[src/rtl/fifo_pkg.sv]
// fifo_pkg: shared FIFO sizing constants and Gray/binary pointer conversions.
package fifo_pkg;
  localparam int ADDR_SIZE_DEF = 4;
  localparam int DEPTH = 2 ** ADDR_SIZE_DEF;
  localparam int PTR_MAXW = 13;
  function automatic logic [PTR_MAXW-1:0] bin_to_gray(input logic [PTR_MAXW-1:0] b);
    return b ^ (b >> 1);
  endfunction
  function automatic logic [PTR_MAXW-1:0] gray_to_bin(input logic [PTR_MAXW-1:0] g);
    logic [PTR_MAXW-1:0] b;
    b[PTR_MAXW-1] = g[PTR_MAXW-1];
    for (int i = PTR_MAXW - 2; i >= 0; i--) b[i] = b[i+1] ^ g[i];
    return b;
  endfunction
endpackage

[src/rtl/gray2bin.sv]
// gray2bin: combinational Gray-to-binary converter of parametrised width.
module gray2bin
  import fifo_pkg::*;
#(
  parameter int W = ADDR_SIZE_DEF + 1
) (
  input  logic [W-1:0] gray,
  output logic [W-1:0] bin
);
  assign bin = W'(gray_to_bin(PTR_MAXW'(gray)));
endmodule

[src/rtl/wr_ptr_ctrl.sv]
// wr_ptr_ctrl: FIFO write-side pointer, full/almost-full/level and sticky overflow tracking.
module wr_ptr_ctrl
  import fifo_pkg::*;
#(
  parameter int ADDR_SIZE = ADDR_SIZE_DEF
) (
  input  logic                 wclk,
  input  logic                 wrst,
  input  logic                 winc,
  input  logic [ADDR_SIZE:0]   wq2_rptr,
  input  logic [ADDR_SIZE:0]   afull_thresh,
  input  logic                 wovf_clr,
  output logic                 wen,
  output logic [ADDR_SIZE-1:0] waddr,
  output logic [ADDR_SIZE:0]   wptr,
  output logic                 wfull,
  output logic                 walmost_full,
  output logic                 woverflow,
  output logic [ADDR_SIZE:0]   wlevel
);
  localparam int W = ADDR_SIZE + 1;
  logic [W-1:0] wbin_q, wbin_d, wptr_q, wptr_d, wlevel_q, wlevel_d, rbin;
  logic wfull_q, wfull_d, wafull_q, wafull_d, wovf_q, wovf_d;
  gray2bin #(.W(W)) u_rptr_g2b (.gray(wq2_rptr), .bin(rbin));
  assign wen = winc & ~wfull_q;
  always_comb begin
    wbin_d   = wbin_q + {{ADDR_SIZE{1'b0}}, wen};
    wptr_d   = W'(bin_to_gray(PTR_MAXW'(wbin_d)));
    // full when the write pointer is one lap ahead: Gray form flips the top two bits
    wfull_d  = wptr_d == {~wq2_rptr[W-1:W-2], wq2_rptr[W-3:0]};
    wlevel_d = wbin_d - rbin;
    wafull_d = wlevel_d >= afull_thresh;
    wovf_d   = (winc & wfull_q) | (wovf_q & ~wovf_clr);
  end
  always_ff @(posedge wclk) begin
    if (wrst) begin
      wbin_q   <= '0;
      wptr_q   <= '0;
      wlevel_q <= '0;
      wfull_q  <= 1'b0;
      wafull_q <= 1'b0;
      wovf_q   <= 1'b0;
    end else begin
      wbin_q   <= wbin_d;
      wptr_q   <= wptr_d;
      wlevel_q <= wlevel_d;
      wfull_q  <= wfull_d;
      wafull_q <= wafull_d;
      wovf_q   <= wovf_d;
    end
  end
  assign waddr        = wbin_q[ADDR_SIZE-1:0];
  assign wptr         = wptr_q;
  assign wlevel       = wlevel_q;
  assign wfull        = wfull_q;
  assign walmost_full = wafull_q;
  assign woverflow    = wovf_q;
endmodule

[config.mk]
export PLATFORM = sky130hd
export DESIGN_NAME = wr_ptr_ctrl
export DESIGN_NICKNAME = d
export VERILOG_FILES = /design/src/rtl/fifo_pkg.sv /design/src/rtl/gray2bin.sv /design/src/rtl/wr_ptr_ctrl.sv
export SDC_FILE = /design/constraint.sdc
export NUM_CORES = 1
export LEC_CHECK = 0
export CAP_MARGIN = 20
export CORE_ASPECT_RATIO = 0.6
export CORE_MARGIN = 10
export CORE_UTILIZATION = 40
export CTS_CLUSTER_DIAMETER = 40
export CTS_CLUSTER_SIZE = 16
export DETAILED_ROUTE_END_ITERATION = 10
export PLACE_DENSITY = 0.72
export SLEW_MARGIN = 10
export SYNTH_ARGS = -nofsm -noshare
export SYNTH_HDL_FRONTEND = slang
export SYNTH_SLANG_ARGS = --single-unit
[constraint.sdc]
create_clock -name wclk -period 6.8 [get_ports wclk]
set_input_delay 1.02 -clock wclk [delete_from_list [all_inputs] [get_ports wclk]]
set_output_delay 1.02 -clock wclk [all_outputs]
set_load 0.05 [all_outputs]
; After elaboration in Yosys (flattened, before gate mapping)
; Cells that the tools add are included.
[word_totals]
mem_count = 0
ram_bits = 0
romBits = 0
in_bits = 14
elab_cells = 22
output_inout_bits = 18
latch_bits = 0
reg_bits = 18
[op_classes]
n_mul = 0
n_shift = 0
add_sub_neg = 2
div = 0
muxes = 0
reduce_logical = 0
n_lt_le_gt_ge = 1
n_eq_ne = 1
bitwise_logic = 12
[ops]
columns = operator, count
row1 = $add A5 B1 Y5, 1
row2 = $eq A5 B5 Y1, 1
row3 = $ge A5 B5 Y1, 1
row4 = $sub A5 B5 Y5, 1
row5 = $xor A5 B4 Y5, 1
row6 = $xor A1 B1 Y1, 4
row7 = $and A1 B1 Y1, 3
row8 = $not A1 Y1, 2
row9 = $not A2 Y2, 1
row10 = $or A1 B1 Y1, 1

; Depth between registers and ports, before layout
; Gate-level depths: netlist of run 1.
[depth]
depth_word = 6
depth_mapped = 13
ltp_nobuf = 13

; Cells and area by module
; A second synthesis of run 1 with hierarchy kept.
[unflattened]
hier_cells = 103
hier_area_um2 = 985.9
[modules_own_cells]
columns = mod, seq_area_each_um2, area_each_um2, cells_each, instances
row1 = wr_ptr_ctrl, 340.3, 913.4, 97, 1
row2 = gray2bin, 0.0, 72.6, 6, 1

; Least setup slack after synthesis of run 1
; No wires, ideal clock.
[synth_path]
kind = input port to flip-flop
start = input port winc
end = register wafull_q (netlist: walmost_full)
setup_slack_ps = 2940
path_buffers = 0
arrival_time_ps = 3735
required_time_ps = 6675
setup_time_ps = 125
path_stages = 11
cell_sequence = nor2b_1 > ha_1 > ha_1 > xor2_2 > ha_1 > a21o_1 > a21oi_1 > xnor2_1 > ha_1 > nor2_1 > a211oi_1
[synth_between]
elab_chain_cells = 4
[synth_rtl]
columns = element, line
row1 = start: declaration, wr_ptr_ctrl.sv:9  ; input logic winc,
row2 = $and A1 B1 Y1, wr_ptr_ctrl.sv:25  ; assign wen = winc & ~wfull_q;
row3 = $add A5 B1 Y5, wr_ptr_ctrl.sv:27  ; wbin_d = wbin_q + {{ADDR_SIZE{1'b0}}, wen};
row4 = named net wbin_d[2], wr_ptr_ctrl.sv:22  ; logic [W-1:0] wbin_q, wbin_d, wptr_q, wptr_d, wlevel_q, wlevel_d, rbin;
row5 = $sub A5 B5 Y5, wr_ptr_ctrl.sv:31  ; wlevel_d = wbin_d - rbin;
row6 = named net wlevel_d[4], wr_ptr_ctrl.sv:22
row7 = $ge A5 B5 Y1, wr_ptr_ctrl.sv:32  ; wafull_d = wlevel_d >= afull_thresh;
row8 = end signal: assignment, wr_ptr_ctrl.sv:48  ; wafull_q <= wafull_d;
row9 = end: declaration, wr_ptr_ctrl.sv:23  ; logic wfull_q, wfull_d, wafull_q, wafull_d, wovf_q, wovf_d;
; The timed path passes the listed nets, and every way through them passes these cells.
; A chain may end at the register's enable or synchronous reset.

; Worst setup path in the final report of run 1
[layout_path]
start = input port wq2_rptr[4]
end = register wafull_q (netlist: walmost_full)
[layout_between]
elab_chain_cells = 6
[layout_rtl]
columns = element, line
row1 = start: declaration, wr_ptr_ctrl.sv:10  ; input logic [ADDR_SIZE:0] wq2_rptr,
row2 = $xor A1 B1 Y1 (*) (3 in series), fifo_pkg.sv:12  ; for (int i = PTR_MAXW - 2; i >= 0; i--) b[i] = b[i+1] ^ g[i];
row3 = $xor A1 B1 Y1, fifo_pkg.sv:12
row4 = $sub A5 B5 Y5 (*), wr_ptr_ctrl.sv:31
row5 = named net wlevel_d[1], wr_ptr_ctrl.sv:22
row6 = $ge A5 B5 Y1 (*), wr_ptr_ctrl.sv:32
; Mark *: on every way through the listed nets, which the timed path passes. The rest lies on a longest branch.

==> results.tsv, run 1 <==
stage	metric	value	unit
run_status	status	finished, final reports clean	
synth	Mapped Avg Cell Area	9.42	µm²
clock_tree	Clock Path Buffers	2	
clock_tree	CTS tree	yes	
timing	max frequency	267	MHz
timing	clock skew	0.00145	ns
timing	Least-Margin Pin Slew	0.649	ns
critical_path	crit path cell chain	clkdlybuf4s50_1 -> xnor2_1 -> xor2_1 -> xor2_1 -> xnor2_1 -> ha_1 -> fa_1 -> inv_1 -> ha_1 -> a21oi_1 -> nor2b_1 -> o21ai_0 -> a211oi_1	
synth	register bit total from synthesis	17	
critical_path	Crit. End Element	flop	
timing	RSZ-0062 raised after global routing	false	
pwr	Power Total	349	µW
layout	commonest non-fill, non-tap cell in the layout	clkdlybuf4s50_1	
synth	Post-Syn Area	923	µm²
global_routing	total gr overflow	0	
synth	Post-Synth XOR/XNOR Area	0.196	
timing	Max Transition Viols Final	0	
timing	fin crit period	3.75	ns
layout	Final Cell Area	0.00131	mm²
global_routing	global-route wire length before repair	3530	µm
die	io pins	32	
critical_path	CP max-delay cell	fa_1	
synth	Compound-Gate Fraction of Synth Area	0.0732	
pwr	clock network power share	0.217	
die	Die W	82.0	µm
timing	setup TNS	0	ns
critical_path	R2R Setup Slk	4.07	ns
global_routing	vias in the first global route	749	
pwr	PD cells	265	mW/mm²
placement	hpwl dp	1710	µm
layout	Multi-input gate area	538	µm²
pwr	Pleak	0.570	nW
die	Die Ht	57.2	µm
critical_path	worst-path maximum fanout	3	
synth	cell count after synthesis	98	
critical_path	Crit path arrival time	3.86	ns
die	DIE AREA	0.00469	mm²
timing	Hold WS	0.467	ns
synth	multiplexer share of the synthesized area	0	
layout	ANT cells	0	
layout	Final nets	159	
clock_tree	latest clock arrival within the worst-skew pair	0.25	ns
timing	relative slew slack	0.566	
critical_path	Req. time, crit path	6.91	ns
placement	PortBufs	31	
synth	unique cell type count in the Yosys netlist	19	
layout	most frequent cells in the layout	31 x clkdlybuf4s50_1, 17 x dfxtp_1, 14 x nor2_1	
die	Initial Util	0.424	
critical_path	startpoint types	primary input	
min_path	hold depth	2	
pwr	combinational power share	0.452	
placement	Setup WS pre-CTS	2.72	ns
layout	share of post-route cells with drive strength above 1	0.0530	
synth	Synth Area in Simple Gates	0.142	
routing	via count	726	
pwr	VDD IR max	135	µV
pwr	Seq pwr share	0.331	
die	Core ar.	0.00218	mm²
synth	Seq/Total Area, Yosys	0.369	
clock_tree	clock sinks	17	
clock_tree	# H-tree levels	1	
routing	first drt pass iteration count	4	
synth	largest family of logic cells by synthesized area	XOR/XNOR gates	
min_path	HP Class	reg2reg	
clock_tree	CTS buffer count	3	
timing	Tcrit/Tclk final	0.551	
pwr	Net Sw Frac	0.376	
routing	DRT iter0 DRCs	15	
synth	Adder-Cell Fraction of Synth Area	0.171	
min_path	hold wc startpoint	woverflow	
global_routing	initial antenna violation count	0	
routing	WL per Instance	12.4	µm
pwr	Sw Pwr	131	µW
clock_tree	root buf cell	clkbuf_8	
critical_path	Reg2Reg Depth	11	
routing	WL final	2000	µm
die	FP Rows	13	
layout	Syn-to-layout area delta	42.3	%
global_routing	GRT Resource Usage Total	0.0959	
clock_tree	hold_buf cts	0	
critical_path	worst r2r src	wfull	
timing	final setup violating endpoints	0	
layout	register area	340	µm²
global_routing	largest net degree at the start of global routing	18	
clock_tree	# resized after CTS	0	
synth	post-synthesis net count	124	
synth	yosys warns	0	
routing	DRT antenna net count	0	
layout	Filler cells	192	
min_path	worst hold path endpoint	woverflow	
job	MaxCap Viol Count	0	
critical_path	reg-to-reg endpoint	walmost_full	
timing	Setup WS post-layout	3.05	ns
pwr	internal power	218	µW
routing	routed vias/inst	4.48	
critical_path	kind of critical path	in2reg	
routing	drt drc	0	
placement	gpl congestion	0.734	
placement	DP Area	0.00127	mm²
critical_path	delay of the slowest critical-path stage	0.50	ns
clock_tree	setup bufs post-CTS	0	
clock_tree	CTS clk-pin slew, worst paths	0.07	ns
timing	Final Hold Vio Count	0	
==> final cells by class <==
cell class                      instances  share of cell area
Tap cell                               30              0.0286
Inverter                               11              0.0314
Timing Repair Buffer                   31               0.236
Multi-Input combinational cell         69               0.410
Sequential cell                        17               0.259
Clock buffer                            3              0.0314
Clock inverter                          1             0.00381
==> power groups by stage <==
stage | Combinational, mW | Clock, mW | Sequential, mW
2_1_floorplan | 0.0678 | 0 | 0.161
3_3_place_gp | 0.157 | 0 | 0.117
3_5_place_dp | 0.160 | 0 | 0.118
4_1_cts | 0.161 | 0.0798 | 0.115
5_1_grt | 0.176 | 0.0845 | 0.116
6_report | 0.158 | 0.0755 | 0.115
==> metal layers <==
metal  vias to the layer above  track usage  routed length, µm
met1                       327        0.120                986
met3                         2       0.0328                150
li1                        376            -                  -
met4                         0       0.0435                 31
met2                        21        0.145                832
met5                         -            0                  0
==> sequential cells by signal (all words and copies together) (netlist names) <==
register	flops
walmost_full	1
wbin_q	5
wfull	1
wlevel	5
woverflow	1
wptr	4
==> cells in the mapped netlist <==
cell type | number | area [µm²]
dfxtp_1 | 17 | 340
nor2_1 | 14 | 52.6
ha_1 | 11 | 138
inv_1 | 11 | 41.3
xnor2_1 | 11 | 96.3
nor2b_1 | 6 | 37.5
xor2_1 | 6 | 52.6
a21oi_1 | 5 | 25.0
nand3_1 | 3 | 15.0
a21o_1 | 2 | 15.0
nand2_1 | 2 | 7.51
nand2b_1 | 2 | 12.5
xor2_2 | 2 | 32.5
a2111oi_2 | 1 | 15.0
a211oi_1 | 1 | 7.51
clkbuf_1 | 1 | 3.75
fa_1 | 1 | 20.0
o21ai_0 | 1 | 5.00
or3_1 | 1 | 6.26
==> critical path: cells and delay by family <==
family / cells / cell delay, ns
adder cells (fa/ha/maj): 3 / 0.97
XOR/XNOR: 4 / 0.88
buffers and inverters: 2 / 0.49
AO/OA/AOI/OAI: 3 / 0.43
AND/OR/NAND/NOR: 1 / 0.06
==> cell families after synthesis <==
family / count (synthesis)
buffers and inverters: 12
adder cells (fa/ha/maj): 12
AND/OR/NAND/NOR: 28
XOR/XNOR: 19
AO/OA/AOI/OAI: 10
flip-flops: 17
==> through the flow <==
| step | utilization | cells |
|---|---|---|
| 2_1_floorplan | - | 98 |
| 3_3_place_gp | 0.582 | 158 |
| 3_5_place_dp | 0.582 | 158 |
| 4_1_cts | 0.603 | 162 |
| 5_1_grt | 0.603 | 162 |
| 6_report | 0.603 | 162 |
==> worst max path at each step <==
| stage | to | depth (start not counted) | startpoint | slack, ns |
|---|---|---|---|---|
| 2_1_floorplan | walmost_full | 11 | winc | 2.94 |
| 3_3_place_gp | walmost_full | 14 | wq2_rptr[4] | 2.84 |
| 3_5_place_dp | walmost_full | 13 | wq2_rptr[4] | 2.72 |
| 4_1_cts | walmost_full | 13 | wq2_rptr[4] | 2.99 |
| 5_1_grt | walmost_full | 13 | wq2_rptr[3] | 2.73 |
| 6_report | walmost_full | 13 | wq2_rptr[4] | 3.05 |
Note: power is estimated with default switching activity, not from simulation.
==> run 2: changes to the inputs <==
==> constraint.sdc (replaced) <==
create_clock -name wclk -period 3.5 [get_ports wclk]
set_input_delay 0.525 -clock wclk [delete_from_list [all_inputs] [get_ports wclk]]
set_output_delay 0.525 -clock wclk [all_outputs]
set_load 0.05 [all_outputs]
==> run 2 against run 1 <==
  * Combinational power rose by 98%
  * Power increased by 96%
  * Sequential power rose by 96%
  * Worst setup slack worse by 2.8 ns
  * Largest power group unchanged
==> results.tsv, run 2 (synthesis gave the netlist of run 1 again) <==
stage	metric	value	unit	change
timing	relative slew slack	0.559		-0.00682
clock_tree	Clock Path Buffers	2		unchanged
timing	Max Transition Viols Final	0		unchanged
die	FP Rows	13		unchanged
layout	Filler cells	185		-3.6%
global_routing	total gr overflow	0		unchanged
timing	final setup violating endpoints	0		unchanged
global_routing	global-route wire length before repair	3480	µm	-1.4%
die	io pins	32		unchanged
routing	routed vias/inst	4.38		-2.2%
pwr	PD cells	508	mW/mm²	+92%
run_status	status	finished, final reports clean		
pwr	Power Total	683	µW	+96%
placement	PortBufs	31		unchanged
layout	Final nets	162		+1.9%
timing	Final Hold Vio Count	0		unchanged
job	MaxCap Viol Count	0		unchanged
global_routing	GRT Resource Usage Total	0.0947		-0.00122
timing	setup TNS	0	ns	unchanged
clock_tree	CTS tree	yes		
routing	WL per Instance	12.8	µm	+3.8%
timing	clock skew	0.00546	ns	+0.00400 ns
critical_path	Req. time, crit path	3.66	ns	-3.25 ns
routing	drt drc	0		unchanged
timing	max frequency	304	MHz	
critical_path	Crit. End Element	flop		
placement	gpl congestion	0.777		+5.9%
die	Core ar.	0.00218	mm²	unchanged
clock_tree	CTS clk-pin slew, worst paths	0.07	ns	about the same
die	Die W	82.0	µm	unchanged
clock_tree	hold_buf cts	0		unchanged
timing	RSZ-0062 raised after global routing	false		
layout	commonest non-fill, non-tap cell in the layout	clkdlybuf4s50_1		
clock_tree	clock sinks	17		unchanged
pwr	Pleak	0.590	nW	+3.6%
placement	placed insts	161		+1.9%
layout	Syn-to-layout area delta	45.5	%	
timing	Least-Margin Pin Slew	0.659	ns	+0.0102 ns
global_routing	vias in the first global route	737		-1.6%
layout	non-filler cells, final	165		+1.9%
layout	share of post-route cells with drive strength above 1	0.0815		+0.0285
timing	fin crit period	3.29	ns	
critical_path	kind of critical path	in2reg		
critical_path	worst-path maximum fanout	3		unchanged
layout	ANT cells	0		unchanged
pwr	VDD IR max	230	µV	+71%
global_routing	largest net degree at the start of global routing	18		unchanged
clock_tree	setup bufs post-CTS	0		unchanged
routing	DRT antenna net count	0		unchanged
routing	DRT iter0 DRCs	20		+5
global_routing	initial antenna violation count	0		unchanged
clock_tree	latest clock arrival within the worst-skew pair	0.25	ns	about the same
die	Initial Util	0.424		unchanged
timing	Tcrit/Tclk final	0.940		
layout	most frequent cells in the layout	31 x clkdlybuf4s50_1, 17 x dfxtp_1, 14 x nor2_1		
die	DIE AREA	0.00469	mm²	unchanged
clock_tree	CTS buffer count	3		unchanged
clock_tree	root buf cell	clkbuf_8		
routing	via count	723		-0.41%
routing	WL final	2120	µm	+5.7%
critical_path	startpoint types	primary input		
min_path	HP Class	reg2reg		
routing	first drt pass iteration count	3		-1
die	Die Ht	57.2	µm	unchanged
timing	Hold WS	0.469	ns	+0.00185 ns
clock_tree	# H-tree levels	1		unchanged
critical_path	Crit path arrival time	3.45	ns	-0.41 ns
layout	Final Util	0.617		+0.0138
placement	hpwl dp	1790	µm	+4.9%
run 2: changes by cell type in the layout (fill, tap and decap cells not counted):
cell	before	now
buf_4	0	3
xnor2_1	11	10
xnor2_2	0	1
run 2: worst paths after layout:
check	from	to	slack, ns	cells after the start
setup reg to reg	wfull	walmost_full	0.97	11
hold / removal	woverflow	woverflow	0.47	2
hold reg to reg	woverflow	woverflow	0.47	2
setup / recovery	wq2_rptr[4]	walmost_full	0.21	14
run 2: what timing repair did:
item                                    in CTS  in global routing
endpoints found under the hold margin        0                  0
endpoints found under the setup margin       0                  1
resized for setup                            0                  1
run 2: final cells by class:
cell class	count	area, µm²	share of cell area
Clock buffer	3	41.3	0.0307
Sequential cell	17	340	0.253
Multi-Input combinational cell	69	546	0.406
Inverter	11	41.3	0.0307
Timing Repair Buffer	34	333	0.248
Tap cell	30	37.5	0.0279
Clock inverter	1	5.00	0.00372
run 2: worst max-delay path: stages:
cell and delay (ns):
clkdlybuf4s50_1 0.47, xnor2_2 0.21, xor2_1 0.26, xor2_1 0.30, xnor2_1 0.12, ha_1 0.22, fa_1 0.41, inv_1 0.08
a21o_1 0.10, a21oi_1 0.07, xnor2_1 0.14, ha_1 0.29, nor2_1 0.04, a211oi_1 0.21
run 2: metal layers:
layer  wire length [µm]  global-route usage  vias to the layer above
met5                  0                   0                        -
li1                   -                   -                      381
met3                171              0.0359                        2
met1               1040               0.121                      315
met2                885               0.137                       25
met4                 14              0.0435                        0
run 2: metrics by stage:
| stage | setup slack, ns | instance area [µm²] |
|---|---|---|
| 2_1_floorplan | 0.128 | 923 |
| 3_5_place_dp | -0.0944 | 1290 |
| 3_3_place_gp | 0.0361 | 1290 |
| 5_1_grt | 0.0125 | 1340 |
| 6_report | 0.211 | 1340 |
| 4_1_cts | 0.166 | 1340 |
run 2: report_power, final:
group | total (mW) | switching (mW) | internal (mW)
sequential | 0.225 | 0.00745 | 0.217
combinational | 0.313 | 0.183 | 0.130
clock | 0.145 | 0.0659 | 0.0790
total | 0.683 | 0.256 | 0.427
==> run 3: changes to the inputs <==
--- a/config.mk
+++ b/config.mk
@@ -12,8 +12,9 @@
 export CTS_CLUSTER_DIAMETER = 40
 export CTS_CLUSTER_SIZE = 16
 export DETAILED_ROUTE_END_ITERATION = 10
-export PLACE_DENSITY = 0.72
+export PLACE_DENSITY = 0.71
 export SLEW_MARGIN = 10
 export SYNTH_ARGS = -nofsm -noshare
 export SYNTH_HDL_FRONTEND = slang
+export SYNTH_HIERARCHICAL = 1
 export SYNTH_SLANG_ARGS = --single-unit
==> run 3 against run 2 <==
  * Sequential share of layout area down 1.1 points
  * Utilization up 0.49 points
  * Global-route usage up 0.34 points
  * Sequential power about the same
  * Count of clock-buffer cells in the layout unchanged
  * Maximum frequency up 1.3%
==> results.tsv, run 3 <==
stage	metric	value	unit	change
job	MaxCap Viol Count	0		unchanged
clock_tree	hold_buf cts	0		unchanged
synth	unique cell type count in the Yosys netlist	23		+4
pwr	PD cells	501	mW/mm²	-1.4%
timing	Tcrit/Tclk final	0.928		-0.0122
critical_path	Crit path arrival time	3.40	ns	-0.05 ns
global_routing	initial antenna violation count	0		unchanged
clock_tree	CTS clk-pin slew, worst paths	0.07	ns	about the same
timing	Least-Margin Pin Slew	0.641	ns	-0.0182 ns
routing	DRT antenna net count	0		unchanged
synth	Commonest cells post-synth	17 x dfxtp_1, 13 x nor2_1, 13 x xnor2_1		
timing	relative slew slack	0.571		+0.0121
timing	Final Hold Vio Count	0		unchanged
placement	placed insts	166		+3.1%
layout	non-filler cells, final	170		+3.0%
layout	most frequent cells in the layout	31 x clkdlybuf4s50_1, 17 x dfxtp_1, 13 x xnor2_1, 13 x nor2_1, 12 x inv_1		
global_routing	vias in the first global route	785		+6.5%
timing	RSZ-0062 raised after global routing	false		
critical_path	CP top delay family	adder cells		
timing	Max Transition Viols Final	0		unchanged
critical_path	crit path cell chain	clkdlybuf4s50_1 -> xor2_2 -> xnor3_1 -> ha_1 -> fa_1 -> nor2b_1 -> o21ai_0 -> nand2b_1 -> xnor2_1 -> xnor2_1 -> ha_1 -> nor2_1 -> a211oi_1		
synth	count of flip-flops with a built-in enable after synthesis	0		unchanged
critical_path	CP max-delay cell	clkdlybuf4s50_1		
layout	Final Util	0.621		+0.00494
die	FP Rows	13		unchanged
synth	fraction of registers with async set/reset	0		unchanged
routing	first drt pass iteration count	2		-1
pwr	Pleak	0.617	nW	+4.5%
layout	Filler cells	191		+3.2%
clock_tree	latest clock arrival within the worst-skew pair	0.25	ns	about the same
routing	drt drc	0		unchanged
layout	commonest non-fill, non-tap cell in the layout	clkdlybuf4s50_1		
synth	Synth area leader	dfxtp_1		
pwr	Power Total	704	µW	+3.1%
clock_tree	CTS buffer count	3		unchanged
timing	Hold WS	0.477	ns	+0.00867 ns
clock_tree	CTS tree	yes		
critical_path	Crit. End Element	flop		
synth	Mapped Avg Cell Area	9.57	µm²	+1.6%
routing	DRT iter0 DRCs	16		-20%
placement	PortBufs	31		unchanged
clock_tree	clock sinks	17		unchanged
layout	share of post-route cells with drive strength above 1	0.107		+0.0257
routing	routed vias/inst	4.36		-0.52%
synth	Seq/Total Area, Yosys	0.345		-0.0234
synth	yosys warns	6		+6
global_routing	GRT Resource Usage Total	0.0981		+0.00336
timing	fin crit period	3.25	ns	-0.0428 ns
synth	Synth area leaders	dfxtp_1 35%, ha_1 14%, xnor2_1 12%, nor2_1 4.9%, xor2_2 4.9%		
die	Die W	84.1	µm	+2.5%
die	Initial Util	0.436		+0.0124
layout	ANT cells	0		unchanged
synth	cell count after synthesis	103		+5.1%
die	io pins	32		unchanged
timing	clock skew	0.00185	ns	-0.00361 ns
critical_path	startpoint types	primary input		
critical_path	kind of critical path	in2reg		
layout	Final nets	167		+3.1%
clock_tree	setup bufs post-CTS	0		unchanged
timing	final setup violating endpoints	0		unchanged
timing	setup TNS	0	ns	unchanged
layout	Syn-to-layout area delta	42.5	%	
pwr	VDD IR max	313	µV	+36%
critical_path	worst-path maximum fanout	2		-1
synth	post-synthesis net count	129		+4.0%
critical_path	delay of the slowest critical-path stage	0.55	ns	+0.08 ns
critical_path	CP Buf/Inv Count	1		-1
synth	top cell type's share of synthesized area	0.345		-0.0234
clock_tree	# H-tree levels	1		unchanged
clock_tree	root buf cell	clkbuf_8		
die	DIE AREA	0.00492	mm²	+4.7%
clock_tree	Clock Path Buffers	2		unchanged
synth	count leader, synth	dfxtp_1		
die	Die Ht	58.5	µm	+2.2%
global_routing	largest net degree at the start of global routing	19		+1
synth	Post-Syn Area	986	µm²	+6.8%
global_routing	global-route wire length before repair	3880	µm	+11%
global_routing	total gr overflow	0		unchanged
routing	WL per Instance	13.3	µm	+3.7%
min_path	HP Class	reg2reg		
die	Core ar.	0.00226	mm²	+3.7%
clock_tree	# resized after CTS	0		unchanged
routing	via count	741		+2.5%
placement	hpwl dp	1880	µm	+4.7%
critical_path	Req. time, crit path	3.66	ns	about the same
synth	register bit total from synthesis	17		unchanged
synth	Top FF cell, synth	dfxtp_1		
routing	WL final	2260	µm	+6.9%
timing	max frequency	308	MHz	+1.3%
run_status	status	finished, final reports clean		
placement	gpl congestion	0.775		-0.30%
## run 3: final cells by class
| type | instances | area (µm²) | area share |
|---|---|---|---|
| clock buffers | 3 | 41.3 | 0.0294 |
| clock inverters | 1 | 5.00 | 0.00356 |
| inverters | 12 | 45.0 | 0.0321 |
| multi-input cells | 71 | 588 | 0.419 |
| flip-flops and latches | 17 | 340 | 0.242 |
| well taps | 30 | 37.5 | 0.0267 |
| repair buffers | 36 | 348 | 0.248 |
## run 3: worst reg2reg max path, cell delays in order (launching register included)
cell and delay, ns:
dfxtp_1 0.36, nor2b_2 0.07, ha_1 0.21, ha_1 0.22, xor2_2 0.16, ha_1 0.32, nor2b_1 0.14, o21ai_0 0.13
nand2b_1 0.08, xnor2_1 0.28, xnor2_1 0.12, ha_1 0.28, nor2_1 0.04, a211oi_1 0.22
## run 3: stage by stage
step | worst slack [ns] | area [µm²]
after floorplan | 0.203 | 988
after global placement | 0.0939 | 1360
after detailed placement | -0.0140 | 1360
after CTS | 0.242 | 1410
after global routing | 0.0282 | 1410
final | 0.253 | 1410
## run 3: report_power, final
part / total (mW) / internal (mW) / switching, mW
Sequential: 0.224 / 0.217 / 0.00655
Combinational: 0.330 / 0.140 / 0.190
Clock: 0.150 / 0.0791 / 0.0708
## run 3: logic make-up (layout without fill, tap and decap cells)
group                    after synthesis  in the layout  share of synthesized area
AND/OR/NAND/NOR                       29             29                      0.146
flip-flops                            17             17                      0.345
AO/OA/AOI/OAI                          8              8                     0.0457
XOR/XNOR                              21             21                      0.231
adder cells (fa/ha/maj)               12             12                      0.160
multiplexers                           1              1                     0.0114
buffers and inverters                 15             52                     0.0609
## run 3: routing by layer
metal,global-route usage,vias to the layer above,share of wire
met4,0.0285,0,0.0062
met5,0,-,0
met2,0.149,25,0.42
li1,-,398,-
met3,0.0549,4,0.085
met1,0.116,314,0.49
## run 3: worst paths after layout
| kind | from | endpoint | slack [ns] | depth (start not counted) |
|---|---|---|---|---|
| max | wq2_rptr[3] | walmost_full | 0.25 | 13 |
| min | woverflow | woverflow | 0.48 | 2 |
| max reg2reg | wfull | walmost_full | 0.76 | 13 |
| min reg2reg | woverflow | woverflow | 0.48 | 2 |
